[src/rtl/sw_debounce.sv]
// Switch debouncer: two-flop synchronizer followed by a settle-count FSM that
// accepts a new vector only after it has held steady for STABLE_CYCLES cycles.
module sw_debounce #(
  parameter int WIDTH         = 8,
  parameter int STABLE_CYCLES = 16
) (
  input  logic             clk,
  input  logic             rst_n,
  input  logic [WIDTH-1:0] sw_in,
  output logic [WIDTH-1:0] sw_out,
  output logic             changed,
  output logic             busy
);

  localparam int CW = (STABLE_CYCLES > 2) ? $clog2(STABLE_CYCLES) : 1;
  localparam logic [CW-1:0] CNT_MAX = CW'(STABLE_CYCLES - 1);

  typedef enum logic [0:0] {
    IDLE   = 1'b0,
    SETTLE = 1'b1
  } state_t;

  logic [WIDTH-1:0] sync1_r;
  logic [WIDTH-1:0] sync2_r;
  logic [WIDTH-1:0] cand_r;
  logic [CW-1:0]    cnt_r;
  state_t           state_r;

  state_t           state_s;
  logic [WIDTH-1:0] cand_s;
  logic [CW-1:0]    cnt_s;
  logic [WIDTH-1:0] out_s;
  logic             changed_s;

  // Synchronizer plus FSM state, candidate, counter and output registers
  always_ff @(posedge clk or negedge rst_n) begin
    if (!rst_n) begin
      sync1_r <= {WIDTH{1'b0}};
      sync2_r <= {WIDTH{1'b0}};
      cand_r  <= {WIDTH{1'b0}};
      cnt_r   <= {CW{1'b0}};
      sw_out  <= {WIDTH{1'b0}};
      changed <= 1'b0;
      state_r <= IDLE;
    end else begin
      sync1_r <= sw_in;
      sync2_r <= sync1_r;
      cand_r  <= cand_s;
      cnt_r   <= cnt_s;
      sw_out  <= out_s;
      changed <= changed_s;
      state_r <= state_s;
    end
  end

  // Next-state logic; an abort back to the current output wins over a restart
  always_comb begin
    state_s   = state_r;
    cand_s    = cand_r;
    cnt_s     = cnt_r;
    out_s     = sw_out;
    changed_s = 1'b0;
    case (state_r)
      IDLE: begin
        if (sync2_r != sw_out) begin
          cand_s  = sync2_r;
          cnt_s   = {CW{1'b0}};
          state_s = SETTLE;
        end else begin
          state_s = IDLE;
        end
      end
      SETTLE: begin
        if (sync2_r == sw_out) begin
          state_s = IDLE;
        end else if (sync2_r != cand_r) begin
          cand_s = sync2_r;
          cnt_s  = {CW{1'b0}};
        end else if (cnt_r == CNT_MAX) begin
          out_s     = cand_r;
          changed_s = 1'b1;
          state_s   = IDLE;
        end else begin
          cnt_s = cnt_r + CW'(1);
        end
      end
      default: begin
        state_s = IDLE;
        cnt_s   = {CW{1'b0}};
      end
    endcase
  end

  assign busy = (state_r == SETTLE);

endmodule

[config.mk]
export PLATFORM = sky130hd
export DESIGN_NAME = sw_debounce
export DESIGN_NICKNAME = d
export VERILOG_FILES = /design/src/rtl/sw_debounce.sv
export SDC_FILE = /design/constraint.sdc
export NUM_CORES = 1
export LEC_CHECK = 0
export BUFFER_PORTS_ARGS = -buffer_cell sky130_fd_sc_hd__buf_2
export CORE_UTILIZATION = 46
export CTS_CLUSTER_SIZE = 8
export DETAILED_ROUTE_END_ITERATION = 12
export GPL_TIMING_DRIVEN = 1
export PLACE_DENSITY = 0.66
export SETUP_SLACK_MARGIN = 0.5
export SYNTH_ARGS = -nofsm -noshare
export SYNTH_HDL_FRONTEND = slang
export SYNTH_SLANG_ARGS = --single-unit
[constraint.sdc]
create_clock -name clk -period 2.1 [get_ports clk]
set_input_delay 0.105 -clock clk [delete_from_list [all_inputs] [get_ports clk]]
set_output_delay 0.105 -clock clk [all_outputs]
set_load 0.01 [all_outputs]
Word-level counts from Yosys, hierarchy flattened

Cells that the tools add are included.

Register bits: 38
Bits of input ports: 10
Output and inout bits: 10
Word-level logic and storage cells: 40

$add $sub $neg: 1
Equality and inequality tests: 8
Muxes and demuxes: 18
Bitwise operators: 3
Reduce and logical (&&, ||, !) cells: 3

Operators by type and width:

| operator            | count |
|---|---|
| $mux 8              | 3 |
| $mux 4              | 4 |
| $ne 8x8->1          | 2 |
| $pmux 8 s2          | 1 |
| $eq 8x8->1          | 1 |
| $mux 1              | 8 |
| $pmux 4 s2          | 1 |
| $reduce_and 3->1    | 2 |
| $add 4x1->4 const B | 1 |
| $eq 4x4->1 const B  | 1 |
| $ne 2x2->1 const B  | 2 |
| $reduce_and 4->1    | 1 |
| $ne 3x3->1 const B  | 1 |
| $not 1->1           | 3 |
| $ne 2x1->1 const B  | 1 |
| $pmux 1 s2          | 1 |

Logic depth before layout (Yosys ltp)

Gate-level depths: netlist of run 1.

Depth in word-level cells: 5
Depth in mapped cells: 6
Depth with buffers taken out: 6

Worst setup path before layout of run 1

Ideal clock, no wire load.

Path kind: flip-flop to flip-flop
Start point: register sw_out[7]
End point: register sw_out[0]
Library setup time: 0.125 ns
Data arrival time: 1.660 ns
Data required time: 1.975 ns
Path slack: 0.315 ns
Cell stages (with the launch flop): 6
Path buffers: 0
Period minus slack after synthesis: 1.785 ns
Cells stage by stage: dfrtp_1 > xor2_1 > nor4_2 > nand2_2 > nand3_4 > mux2_2

Cells in the longest elaborated chain, start to end: 3

Ends and longest elaborated chain:

| what                              | RTL line | source |
|---|---|---|
| start: declaration                | 10       | `output logic [WIDTH-1:0] sw_out,` |
| start signal: assignment          | 42       | `sw_out <= {WIDTH{1'b0}};` |
| start signal: assignment          | 50       | `sw_out <= out_s;` |
| $eq 8x8->1                        | 74       | `if (sync2_r == sw_out) begin` |
| $not 1->1 (no source line)        | -        |  |
| $reduce_and 4->1 (no source line) | -        |  |

Every way passes these cells.
A chain may end at the register's enable or synchronous reset.

Worst setup path after layout of run 1

Start point: register sync2_r[0]
End point: register cand_r[4]

Cells in the longest elaborated chain, start to end: 3
Elaborated cells between the ends (all ways): 7
Those cells by class: eq/ne: 6; reduce/logical: 1

Ends and longest elaborated chain:

| what                                                             | RTL line | source |
|---|---|---|
| start: declaration                                               | 24       | `logic [WIDTH-1:0] sync2_r;` |
| start signal: assignment                                         | 39       | `sync2_r <= {WIDTH{1'b0}};` |
| start signal: assignment                                         | 47       | `sync2_r <= sync1_r;` |
| $ne 8x8->1 (tied with other cells)                               | 65       | `if (sync2_r != sw_out) begin` |
| $ne 2x2->1 (no source line) / $ne 2x1->1 (equally long branches) | -        |  |
| $reduce_and 3->1 (no source line) (*)                            | -        |  |
| end signal: assignment                                           | 40       | `cand_r <= {WIDTH{1'b0}};` |
| end signal: assignment                                           | 48       | `cand_r <= cand_s;` |
| end: declaration                                                 | 25       | `logic [WIDTH-1:0] cand_r;` |

Every way passes the cells marked *; elsewhere a longest branch is shown, timed or not.

==> results.txt, run 1 <==
----------------------------------------------------
[Critical path]
  WS Path Type ... flop to flop
  FF-to-FF Start ... sync2_r[0]
  Critical path data arrival time ... a little under 2000 ps
  Crit path capture type ... flop
  Startpoint class of the critical path ... flop
  Reg-to-reg endpoint ... cand_r[4]
  Depth of the worst register-to-register path ... 5
  Worst endpoint required time ... 2320 ps
  Setup slack of the worst register-to-register path ... 340 ps
  Largest driver fanout on the critical path ... 5

[Worst hold path]
  Hold WC Path Type ... flop to flop
  Worst hold path cell count ... 0
  WHS Endpoint ... sync2_r[7]
  Hold path startpoint ... sync1_r[7]

[Place]
  Placed instance area ... approximately 1700 um^2
  GPL Wtd Cong ... 0.7741
  Post-DP HPWL ... 1639 um
  Port-buffer cells ... 19

[Power and ir drop]
  P per Cell Area ... 646.5 nW/um^2
  Largest vdd supply drop ... 0.3729 mV
  Leak ... 0.9268 nW

[Synth]
  Leading cell types by total area after synthesis ... dfrtp_1 64%, mux2_2 12%, xnor2_1 4.7%, xor2_1 4.7%, a21oi_1 2.3%
  Share of synthesized registers carrying an async set or reset ... 100.0%
  Number of synthesized register bits ... 38
  Cell variety after synth ... 20
  Mean cell area of the mapped netlist ... 14.50 um^2
  Number of enable flip-flop cells after synthesis ... 0
  Proportion of synthesized chip area in sequential cells ... between 60 and 70%
  Count of yosys warnings during synthesis ... 0
  Fraction of synthesized cell area taken by the top area cell type ... 63.65%
  Most instantiated flip-flop cell in the synthesis netlist ... dfrtp_1
  Biggest area consumer among synthesized cells ... dfrtp_1
  Synthesized cell area ... 1494 um^2
  Mapped Nets ... roughly 110
  Cells after Synth ... 103

[STA]
  Post-layout minimum cycle time ... 1762 ps
  Worst-case headroom to the max-slew limit ... 46.07%
  Share of the clock period used by the worst path after layout ... 83.89%
  Final Setup Violations ... 0
  Number of pins exceeding their max-slew limit in the final report ... 0
  Highest clock frequency the design can meet ... 0.5677 GHz
  Worst Skew ... 11.25 ps
  RSZ-0062 raised after global routing ... yes
  Final Hold Fails ... 0
  Setup TNS Final ... 0 ps
  Actual transition at the worst max-transition pin ... 808.9 ps

[Floorplan]
  Count of pins on the block boundary ... 20
  Die height ... 58.99 um
  Overall die area ... 3480 um^2
  Area inside the core boundary ... 3078 um^2
  Initial core utilization ... 48.54%
  Number of placement rows ... 20
  Die Span X ... 58.99 um

[Clocking]
  Clock net sink count ... 38
  Number of clock buffers inserted by TritonCTS ... 5
  Clock tree root driver cell ... clkbuf_4
  Clock slew seen by the registers of the worst setup and hold paths ... ~100 ps
  Max Buffers Root-to-Sink ... 2
  Clock latency on the worst-skew pair ... roughly 340 ps
  H-Tree Depth ... 2
  CTS tree ... built

[Cells and area]
  Most frequent standard cell in the layout excluding fill and tap cells ... dfrtp_1
  Area overhead of the layout relative to synthesis ... 31.74%
  Combined area of the multi-input logic cells ... 633.1 um^2
  Fill cell count ... 234
  Sequential cell area ... roughly 950 um^2
  Number of nets at the end of the flow ... 160
  Most used cells in the layout excluding fill and tap cells ... 36 x dfrtp_1, 19 x buf_2, 16 x mux2_2
  Share of final-layout standard cells stronger than drive strength 1 ... 47.97%
  Antenna diode count ... 0
  Area of all placed cells without fillers ... 1968 um^2
  Final core area utilization ... 63.94%

[Routing]
  Total wire length ... between 2000 and 3000 um
  Average wire length per cell after detail routing ... 13.42 um
  Detailed-route via count ... about 930
  Detailed-route vias per instance ... 4.849
  Initial detailed-routing violation count ... 49
  Count of unresolved DRC violations after routing ... 0
  Number of search-and-repair iterations in the first detailed-routing pass ... 4
  Antenna Violating Nets Remaining ... 0

[Status]
  Result of the run ... finished clean

[Global route]
  Remaining Overflow, GRT ... 0
  Pin count of the biggest net entering global routing ... 39
  Total routing resource utilization after global routing ... between 10% and 20%
  Global-route wire length before repair ... 4409 um
  Initial antenna violation count ... 0
  Number of global-route vias before repair ... 995

[Job]
  Count of max-cap constraint violations ... 0

----------------------------------------------------
==> cell usage after synthesis, types with 2 or more instances <==
library cell	number
nor4_2	2
dfrtp_1	38
mux2_2	16
a21oi_1	7
xnor2_1	8
nand3_1	4
o21ai_0	2
xor2_1	8
nand2_1	7
==> metal layers <==
metal | global-route usage [%] | part of all wire [%]
met5 | 0 | 0
met4 | 9.184 | 2.2
met2 | 28.90 | 51
met1 | 21.52 | 43
met3 | 6.987 | 3.8
==> kinds of logic after synthesis <==
group	synth area share [%]
DFF	63.65
adders and majority gates	0.8374
buffers and inverters	0.2510
AOI/OAI and AO/OA	4.690
xor gates and xnor gates	9.381
muxes	12.06
and+or+nand+nor	9.130
==> final cells by class <==
type	count	share of cell area (%)
Sequential cell	38	48.44
Multi-Input combinational cell	64	32.17
Timing Repair Buffer	39	13.80
Tap cell	44	2.797
Clock buffer	6	2.606
Inverter	1	0.1907
==> through the flow <==
step	instances	total power, W	setup slack [ps]	hold slack, ps
final	192	0.001272	338.4	358.9
after global routing	192	0.001328	230.3	364.1
after CTS	191	0.001281	357.6	361.7
after detailed placement	167	0.0008796	117.6	214.3
after global placement	167	0.0008774	138.1	212.6
after floorplan	103	0.0008439	315.0	-190.6
==> sequential cells by signal (all words and copies together) (netlist names) <==
| name | count |
|---|---|
| cnt_r | 4 |
| sync2_r | 8 |
| cand_r | 8 |
| sw_out | 8 |
| sync1_r | 8 |
| busy | 1 |
| changed | 1 |
==> worst max path at each step <==
stage	from	endpoint	slack (ps)	cells after the start
2_1_floorplan	sw_out[6]	sw_out[0]	310	5
3_3_place_gp	cand_r[7]	cand_r[4]	140	5
3_5_place_dp	cand_r[7]	cand_r[0]	120	5
4_1_cts	sync2_r[0]	cand_r[4]	360	5
5_1_grt	sync2_r[7]	sw_out[4]	230	6
6_report	sync2_r[0]	cand_r[4]	340	5
==> critical path: stages (launching register included) <==
cell and delay [ps]:
dfrtp_1 440, buf_4 150, xor2_1 230, nor4_4 80, a21oi_2 360, mux2_2 380
==> power by group <==
part           switching (W)  internal, W  total (W)  leakage [nW]
combinational      0.0000577    0.0000671   0.000125         0.429
sequential         0.0000253     0.000761   0.000786         0.468
clock               0.000210     0.000151   0.000361        0.0302
==> timing repair <==
action                                 CTS  global route
setup endpoints to repair               22            21
pin swaps                                6             5
buffers inserted                         9             1
gates resized for setup                 12             6
hold buffers                             9             0
endpoints found under the hold margin   46             0
No activity file was read; power rests on OpenSTA's default activity.
==> run 2, diff against run 1 <==
- clock period: 2.1 -> 1.65 ns (I/O delays scaled with it)
==> run 2 against run 1 <==
Net effect: the flow now finishes with violations (setup timing); global-route usage up 2.7 points; sequential power up 27%; first-iteration DRC count down 59%; via count up 8.7%; critical path depth up 1; die area unchanged; clock power up 120%; non-clock buffer count up 17; flip-flop and latch count unchanged; register-to-register slack worse by 470 ps; setup slack worse by 470 ps; core utilization up 7.1 points.
==> results.txt, run 2 (synthesized netlist as in run 1, its figures left out) <==
----------------------------------------------------
[STA]
  Number of pins exceeding their max-slew limit in the final report ... 0 (unchanged)
  Share of the clock period used by the worst path after layout ... 107.8% (+24 points)
  RSZ-0062 raised after global routing ... yes
  Worst Skew ... 5.277 ps (-5.975 ps)
  Final Setup Violations ... 14 (+14)
  Highest clock frequency the design can meet ... 0.5623 GHz (-0.94%)
  Final Hold Fails ... 0 (unchanged)
  Worst setup slack after layout ... -128.3 ps (-466.7 ps)
  Worst-case headroom to the max-slew limit ... 69.14% (+23 points)
  Post-layout minimum cycle time ... 1778 ps (+16.74 ps)
  Actual transition at the worst max-transition pin ... 462.9 ps (-346.0 ps)

[Cells and area]
  Most frequent standard cell in the layout excluding fill and tap cells ... dfrtp_1
  Number of standard cells in the final layout excluding fillers ... 211 (+9.9%)
  Area overhead of the layout relative to synthesis ... 46.40%
  Most used cells in the layout excluding fill and tap cells ... 36 x dfrtp_1, 24 x buf_4, 19 x buf_2
  Fill cell count ... 224 (-4.3%)
  Number of nets at the end of the flow ... 177 (+11%)
  Share of final-layout standard cells stronger than drive strength 1 ... 58.68% (+11 points)
  Antenna diode count ... 0 (unchanged)
  Area of all placed cells without fillers ... 2187 um^2 (+11%)

[Critical path]
  Crit path capture type ... flop
  Critical path data arrival time ... 2020 ps (+30 ps)
  WS Path Type ... flop to flop
  Worst endpoint required time ... 1890 ps (-430 ps)
  Largest driver fanout on the critical path ... 5 (unchanged)
  Startpoint class of the critical path ... flop
  Setup slack of the worst register-to-register path ... -130 ps (-470 ps)

[Clocking]
  Clock net sink count ... 38 (unchanged)
  Clock latency on the worst-skew pair ... 350 ps (about the same)
  Number of clock buffers inserted by TritonCTS ... 5 (unchanged)
  Clock slew seen by the registers of the worst setup and hold paths ... 100 ps (about the same)
  Max Buffers Root-to-Sink ... 2 (unchanged)
  CTS tree ... built
  H-Tree Depth ... 2 (unchanged)
  Clock tree root driver cell ... clkbuf_4

[Global route]
  Total routing resource utilization after global routing ... 20.89% (+2.7 points)
  Global Route met1 Usage ... 22.67% (+1.1 points)
  Initial antenna violation count ... 0 (unchanged)
  GRT Max-Usage Layer ... met2
  Global-route track usage on met3 ... 6.114% (-0.87 points)
  Pin count of the biggest net entering global routing ... 39 (unchanged)
  Remaining Overflow, GRT ... 0 (unchanged)
  Number of global-route vias before repair ... 1113 (+12%)
  Global routing usage on met2 ... 37.18% (+8.3 points)
  Global-route wire length before repair ... 5037 um (+14%)

[Status]
  Result of the run ... finished with violations
  Violated checks ... setup timing

[Floorplan]
  Area inside the core boundary ... 3078 um^2 (unchanged)
  Overall die area ... 3480 um^2 (unchanged)
  Die Span X ... 58.99 um (unchanged)
  Number of placement rows ... 20 (unchanged)
  Initial core utilization ... 48.54% (unchanged)
  Count of pins on the block boundary ... 20 (unchanged)
  Die height ... 58.99 um (unchanged)

[Place]
  Port-buffer cells ... 19 (unchanged)
  Placed instance area ... 1807 um^2 (+9.4%)
  Post-DP HPWL ... 1860 um (+13%)
  DP Cell Count ... 186 (+11%)
  GPL Wtd Cong ... 0.7948 (+2.7%)
  Minimum setup slack after placement ... -147.3 ps (-264.9 ps)

[Routing]
  Antenna Violating Nets Remaining ... 0 (unchanged)
  Number of search-and-repair iterations in the first detailed-routing pass ... 4 (unchanged)
  Total wire length ... 2973 um (+15%)
  Average wire length per cell after detail routing ... 14.09 um (+5.0%)
  Initial detailed-routing violation count ... 20 (-59%)
  Detailed-route vias per instance ... 4.796 (-1.1%)
  Count of unresolved DRC violations after routing ... 0 (unchanged)
  Detailed-route via count ... 1012 (+8.7%)

[Power and ir drop]
  Leak ... 1.048 nW (+13%)
  P per Cell Area ... 918.4 nW/um^2 (+42%)
  Largest vdd supply drop ... 0.6960 mV (+87%)

[Worst hold path]
  Hold WC Path Type ... primary input to asynchronous set/reset pin

[Job]
  Count of max-cap constraint violations ... 0 (unchanged)

----------------------------------------------------
run 2: cell count changes in the layout (fill, tap and decap cells not counted), sizes merged:
| cell | change |
|---|---|
| bufinv | +2 |
| buf | +17 |
run 2: layer usage:
layer / part of all wire (%) / up-vias
met4: 3.3 / 0
met5: 0 / -
met1: 39 / 497
li1: - / 484
met3: 3.2 / 11
met2: 55 / 20
run 2: final cells by class:
type	count	area (um^2)	share of cell area, %
Multi-Input combinational cell	64	653.1	29.86
Clock inverter	2	60.06	2.746
Inverter	1	3.754	0.1716
Timing Repair Buffer	56	410.4	18.76
Sequential cell	38	953.4	43.59
Clock buffer	6	51.30	2.346
Tap cell	44	55.05	2.517
run 2: through the flow:
step | power, W | util, % | TNS [ps] | hold slack, ps
6_report | 0.002009 | 71.06 | -1552 | 300.8
5_1_grt | 0.002090 | 71.06 | -3518 | 336.6
4_1_cts | 0.002023 | 69.92 | -1392 | 299.9
3_5_place_dp | 0.001164 | 58.70 | -1823 | 149.0
3_3_place_gp | 0.001156 | 58.70 | -864.9 | 146.6
2_1_floorplan | 0.001075 | - | -1274 | -213.1
run 2: final timing paths:
| kind | start | to | cells past startpoint |
|---|---|---|---|
| worst min register to register | sync1_r[7] | sync2_r[7] | 0 |
| worst max-delay path | cand_r[0] | cand_r[5] | 6 |
| min in group clk | sync1_r[7] | sync2_r[7] | 0 |
| worst min-delay path | rst_n | cnt_r[0] | 3 |
| max in group asynchronous | rst_n | sync2_r[4] | 3 |
| worst max register to register | cand_r[0] | cand_r[5] | 6 |
run 2: report_power, final:
group	leakage (nW)	switching [W]	total, W	internal, W
Combinational	0.521	0.0000880	0.000201	0.000113
Sequential	0.468	0.0000294	0.000998	0.000969
Clock	0.0585	0.000296	0.000809	0.000513
Total	1.05	0.000414	0.00201	0.00160
run 2: critical path, stage by stage, from the launching register on:
cell	delay [ps]
dfrtp_1	430
xnor2_2	240
nand3_2	120
nor4_4	380
a21oi_1	80
buf_4	170
mux2_2	260
run 2: timing repair:
item                                   4_1_cts  5_1_grt
gates cloned                                 1        0
setup buffers                                6        1
pin swaps                                    8        2
setup endpoints to repair                   22       22
endpoints found under the hold margin       46        0
hold buffers                                 9        0
resized for setup                           20        7
==> run 3, diff against run 2 <==
- ABC_AREA: default -> 1
- PLACE_DENSITY: 0.66 -> 0.65
==> run 3 against run 2 <==
Net effect: the flow now finishes without violations; global-route usage increased by 0.079 points; design area increased by 13%; wire length increased by 32%; register-to-register slack better by 280 ps; synthesized cell count increased by 100%.
==> results.txt, run 3 <==
----------------------------------------------------
[Critical path]
  Startpoint class of the critical path ... flop
  Worst endpoint required time ... 1830 ps (-60 ps)
  Setup slack of the worst register-to-register path ... 150 ps (+280 ps)
  WS Path Type ... flop to flop
  Largest driver fanout on the critical path ... 8 (+3)
  FF-to-FF Start ... cand_r[5]
  Depth of the worst register-to-register path ... 7 (+1)
  Critical path data arrival time ... 1680 ps (-340 ps)
  Crit path capture type ... flop
  Reg-to-reg endpoint ... sw_out[2]

[STA]
  Worst Skew ... 4.440 ps (-0.8369 ps)
  Actual transition at the worst max-transition pin ... 427.1 ps (-35.73 ps)
  Post-layout minimum cycle time ... 1496 ps (-282.7 ps)
  Share of the clock period used by the worst path after layout ... 90.65% (-17 points)
  Setup TNS Final ... 0 ps (+1552 ps)
  RSZ-0062 raised after global routing ... yes
  Number of pins exceeding their max-slew limit in the final report ... 0 (unchanged)
  Highest clock frequency the design can meet ... 0.6686 GHz (+19%)
  Worst-case headroom to the max-slew limit ... 71.52% (+2.4 points)
  Final Setup Violations ... 0 (-14)
  Final Hold Fails ... 0 (unchanged)
  Worst hold-check slack ... 256.9 ps (-43.87 ps)

[Floorplan]
  Die height ... 64.26 um (+8.9%)
  Die Span X ... 64.26 um (+8.9%)
  Count of pins on the block boundary ... 20 (unchanged)
  Overall die area ... 4129 um^2 (+19%)
  Initial core utilization ... 48.34% (-0.20 points)
  Area inside the core boundary ... 3689 um^2 (+20%)
  Number of placement rows ... 22 (+10%)

[Synth]
  Cell types with the highest counts after synthesis ... 74 x nand2_1, 38 x dfrtp_1, 21 x inv_1
  Cell variety after synth ... 25 (+25%)
  Fraction of synthesized cell area taken by the top area cell type ... 53.33% (-10 points)
  Biggest area consumer among synthesized cells ... dfrtp_1
  Proportion of synthesized chip area in sequential cells ... 53.33% (-10 points)
  Number of synthesized register bits ... 38 (unchanged)
  Mapped Nets ... 218 (+91%)
  Synthesized cell area ... 1783 um^2 (+19%)
  Most frequent cell after synthesis ... nand2_1
  Most instantiated flip-flop cell in the synthesis netlist ... dfrtp_1
  Cells after Synth ... 207 (+100%)
  Number of enable flip-flop cells after synthesis ... 0 (unchanged)
  Share of synthesized registers carrying an async set or reset ... 100.0% (unchanged)
  Mean cell area of the mapped netlist ... 8.613 um^2 (-41%)
  Count of yosys warnings during synthesis ... 0 (unchanged)
  Leading cell types by total area after synthesis ... dfrtp_1 53%, nand2_1 16%, nand4_1 4.6%, inv_1 4.4%, xnor2_1 3.9%

[Clocking]
  Clock net sink count ... 38 (unchanged)
  Clock slew seen by the registers of the worst setup and hold paths ... 70 ps (-30 ps)
  CTS tree ... built
  Number of clock buffers inserted by TritonCTS ... 5 (unchanged)
  H-Tree Depth ... 2 (unchanged)
  Clock tree root driver cell ... clkbuf_8
  Max Buffers Root-to-Sink ... 2 (unchanged)
  Clock latency on the worst-skew pair ... 290 ps (-60 ps)

[Routing]
  Average wire length per cell after detail routing ... 12.66 um (-10%)
  Number of search-and-repair iterations in the first detailed-routing pass ... 4 (unchanged)
  Detailed-route vias per instance ... 5.023 (+4.7%)
  Count of unresolved DRC violations after routing ... 0 (unchanged)
  Initial detailed-routing violation count ... 56 (+180%)
  Detailed-route via count ... 1557 (+54%)
  Antenna Violating Nets Remaining ... 0 (unchanged)
  Total wire length ... 3926 um (+32%)

[Job]
  Count of max-cap constraint violations ... 0 (unchanged)

[Cells and area]
  Area of all placed cells without fillers ... 2477 um^2 (+13%)
  Area overhead of the layout relative to synthesis ... 38.95%
  Sequential cell area ... 957.2 um^2 (+0.39%)
  Number of nets at the end of the flow ... 272 (+54%)
  Share of final-layout standard cells stronger than drive strength 1 ... 43.13% (-16 points)
  Fill cell count ... 297 (+33%)
  Antenna diode count ... 0 (unchanged)
  Combined area of the multi-input logic cells ... 842.1 um^2 (+29%)
  Most frequent standard cell in the layout excluding fill and tap cells ... nand2_1
  Most used cells in the layout excluding fill and tap cells ... 51 x nand2_1, 33 x dfrtp_1, 24 x nand2_2

[Global route]
  Global-route wire length before repair ... 6486 um (+29%)
  Number of global-route vias before repair ... 1450 (+30%)
  Total routing resource utilization after global routing ... 20.97% (+0.079 points)
  Initial antenna violation count ... 0 (unchanged)
  Pin count of the biggest net entering global routing ... 22 (-44%)
  Remaining Overflow, GRT ... 0 (unchanged)

[Place]
  GPL Wtd Cong ... 0.8422 (+6.0%)
  Port-buffer cells ... 19 (unchanged)
  Placed instance area ... 1988 um^2 (+10%)
  Post-DP HPWL ... 2536 um (+36%)

[Power and ir drop]
  Largest vdd supply drop ... 0.6975 mV (+0.22%)
  Power share of the clock group ... 44.7% (+4.4 points)
  Share of total power consumed by net switching ... 21.23% (+0.64 points)
  Share of total power in combinational logic ... 9.2% (-0.8 points)
  Power Internal ... 0.001702 W (+6.7%)
  Leak ... 1.247 nW (+19%)
  Part of the power in registers ... 46.1% (-3.6 points)
  Reported net switching power ... 0.0004588 W (+11%)
  P per Cell Area ... 872.1 nW/um^2 (-5.0%)

[Status]
  Result of the run ... finished clean

[Worst hold path]
  Hold WC Path Type ... primary input to asynchronous set/reset pin

----------------------------------------------------
==> run 3: cell count changes after synthesis, sizes merged, moves of 3 or more <==
cell,delta
nand2,+68
inv,+24
nor2,+18
mux2,-16
nand4,+13
o21ai,+8
xor2,-7
a21oi,-6
nand3,+4
buf,+3
nor4,-3
==> run 3: layer usage <==
metal  vias to the layer above  global-route usage [%]  share of wire [%]
met5                         -                       0                  0
met4                         0                   8.333                1.2
met3                         4                   4.464                3.1
met2                        27                   34.21                 51
met1                       765                   27.06                 45
li1                        761                       -                  -
==> run 3: worst max path at each step <==
| stage | from | to | slack, ps | cells past startpoint |
|---|---|---|---|---|
| floorplan | cand_r[0] | sw_out[3] | 320 | 10 |
| global placement | cand_r[5] | cand_r[0] | 50 | 7 |
| detailed placement | sync2_r[2] | cand_r[0] | 40 | 8 |
| finish | cand_r[5] | sw_out[2] | 150 | 7 |
| CTS | sync2_r[2] | cand_r[1] | 220 | 10 |
| global route | cand_r[5] | sw_out[2] | 20 | 7 |
==> run 3: cell type report <==
type / count / share of cell area [%]
clock buffer: 6 / 3.333
clock inverter: 2 / 2.424
inverter: 25 / 3.788
multi-input combinational: 141 / 33.99
sequential: 38 / 38.64
tap: 48 / 2.424
timing repair buffer: 50 / 15.40
==> run 3: cells by family after synthesis <==
group | count (synthesis) | share of synthesized area [%]
compound gates | 12 | 4.562
xor+xnor | 9 | 4.421
fa+ha+maj | 1 | 0.7016
buf+inv | 28 | 6.807
flops | 38 | 53.33
simple gates | 119 | 30.18
==> run 3: what timing repair did <==
action / 4_1_cts / 5_1_grt
hold endpoints to repair: 25 / 0
endpoints found under the setup margin: 22 / 22
pin swaps: 15 / 13
gates resized for setup: 19 / 28
buffers inserted: 12 / 6
hold buffers: 9 / 0
==> run 3: critical path, stage by stage (launching register included) <==
cell	delay [ps]
dfrtp_2	450
xnor2_1	180
nand2_1	110
nor2_2	150
and2_4	190
nand3_4	150
nand2_2	110
nand2_1	50
==> run 3: power groups by stage <==
| stage | clock network (W) | registers [W] | logic [W] |
|---|---|---|---|
| 4_1_cts | 0.000977 | 0.000993 | 0.000171 |
| 2_1_floorplan | 0 | 0.00100 | 0.0000870 |
| 3_5_place_dp | 0 | 0.00101 | 0.000137 |
| 6_report | 0.000966 | 0.000996 | 0.000199 |
| 3_3_place_gp | 0 | 0.00101 | 0.000135 |
| 5_1_grt | 0.00102 | 0.00100 | 0.000223 |
==> run 3: through the flow <==
step | util, % | total power [W] | setup slack, ps | std cells
after global routing | 67.16 | 0.002239 | 22.57 | 310
after CTS | 63.84 | 0.002140 | 223.4 | 304
after global placement | 53.90 | 0.001145 | 45.65 | 275
after floorplan | - | 0.001091 | 315.0 | 207
final | 67.16 | 0.002160 | 154.3 | 310
after detailed placement | 53.90 | 0.001148 | 43.25 | 275
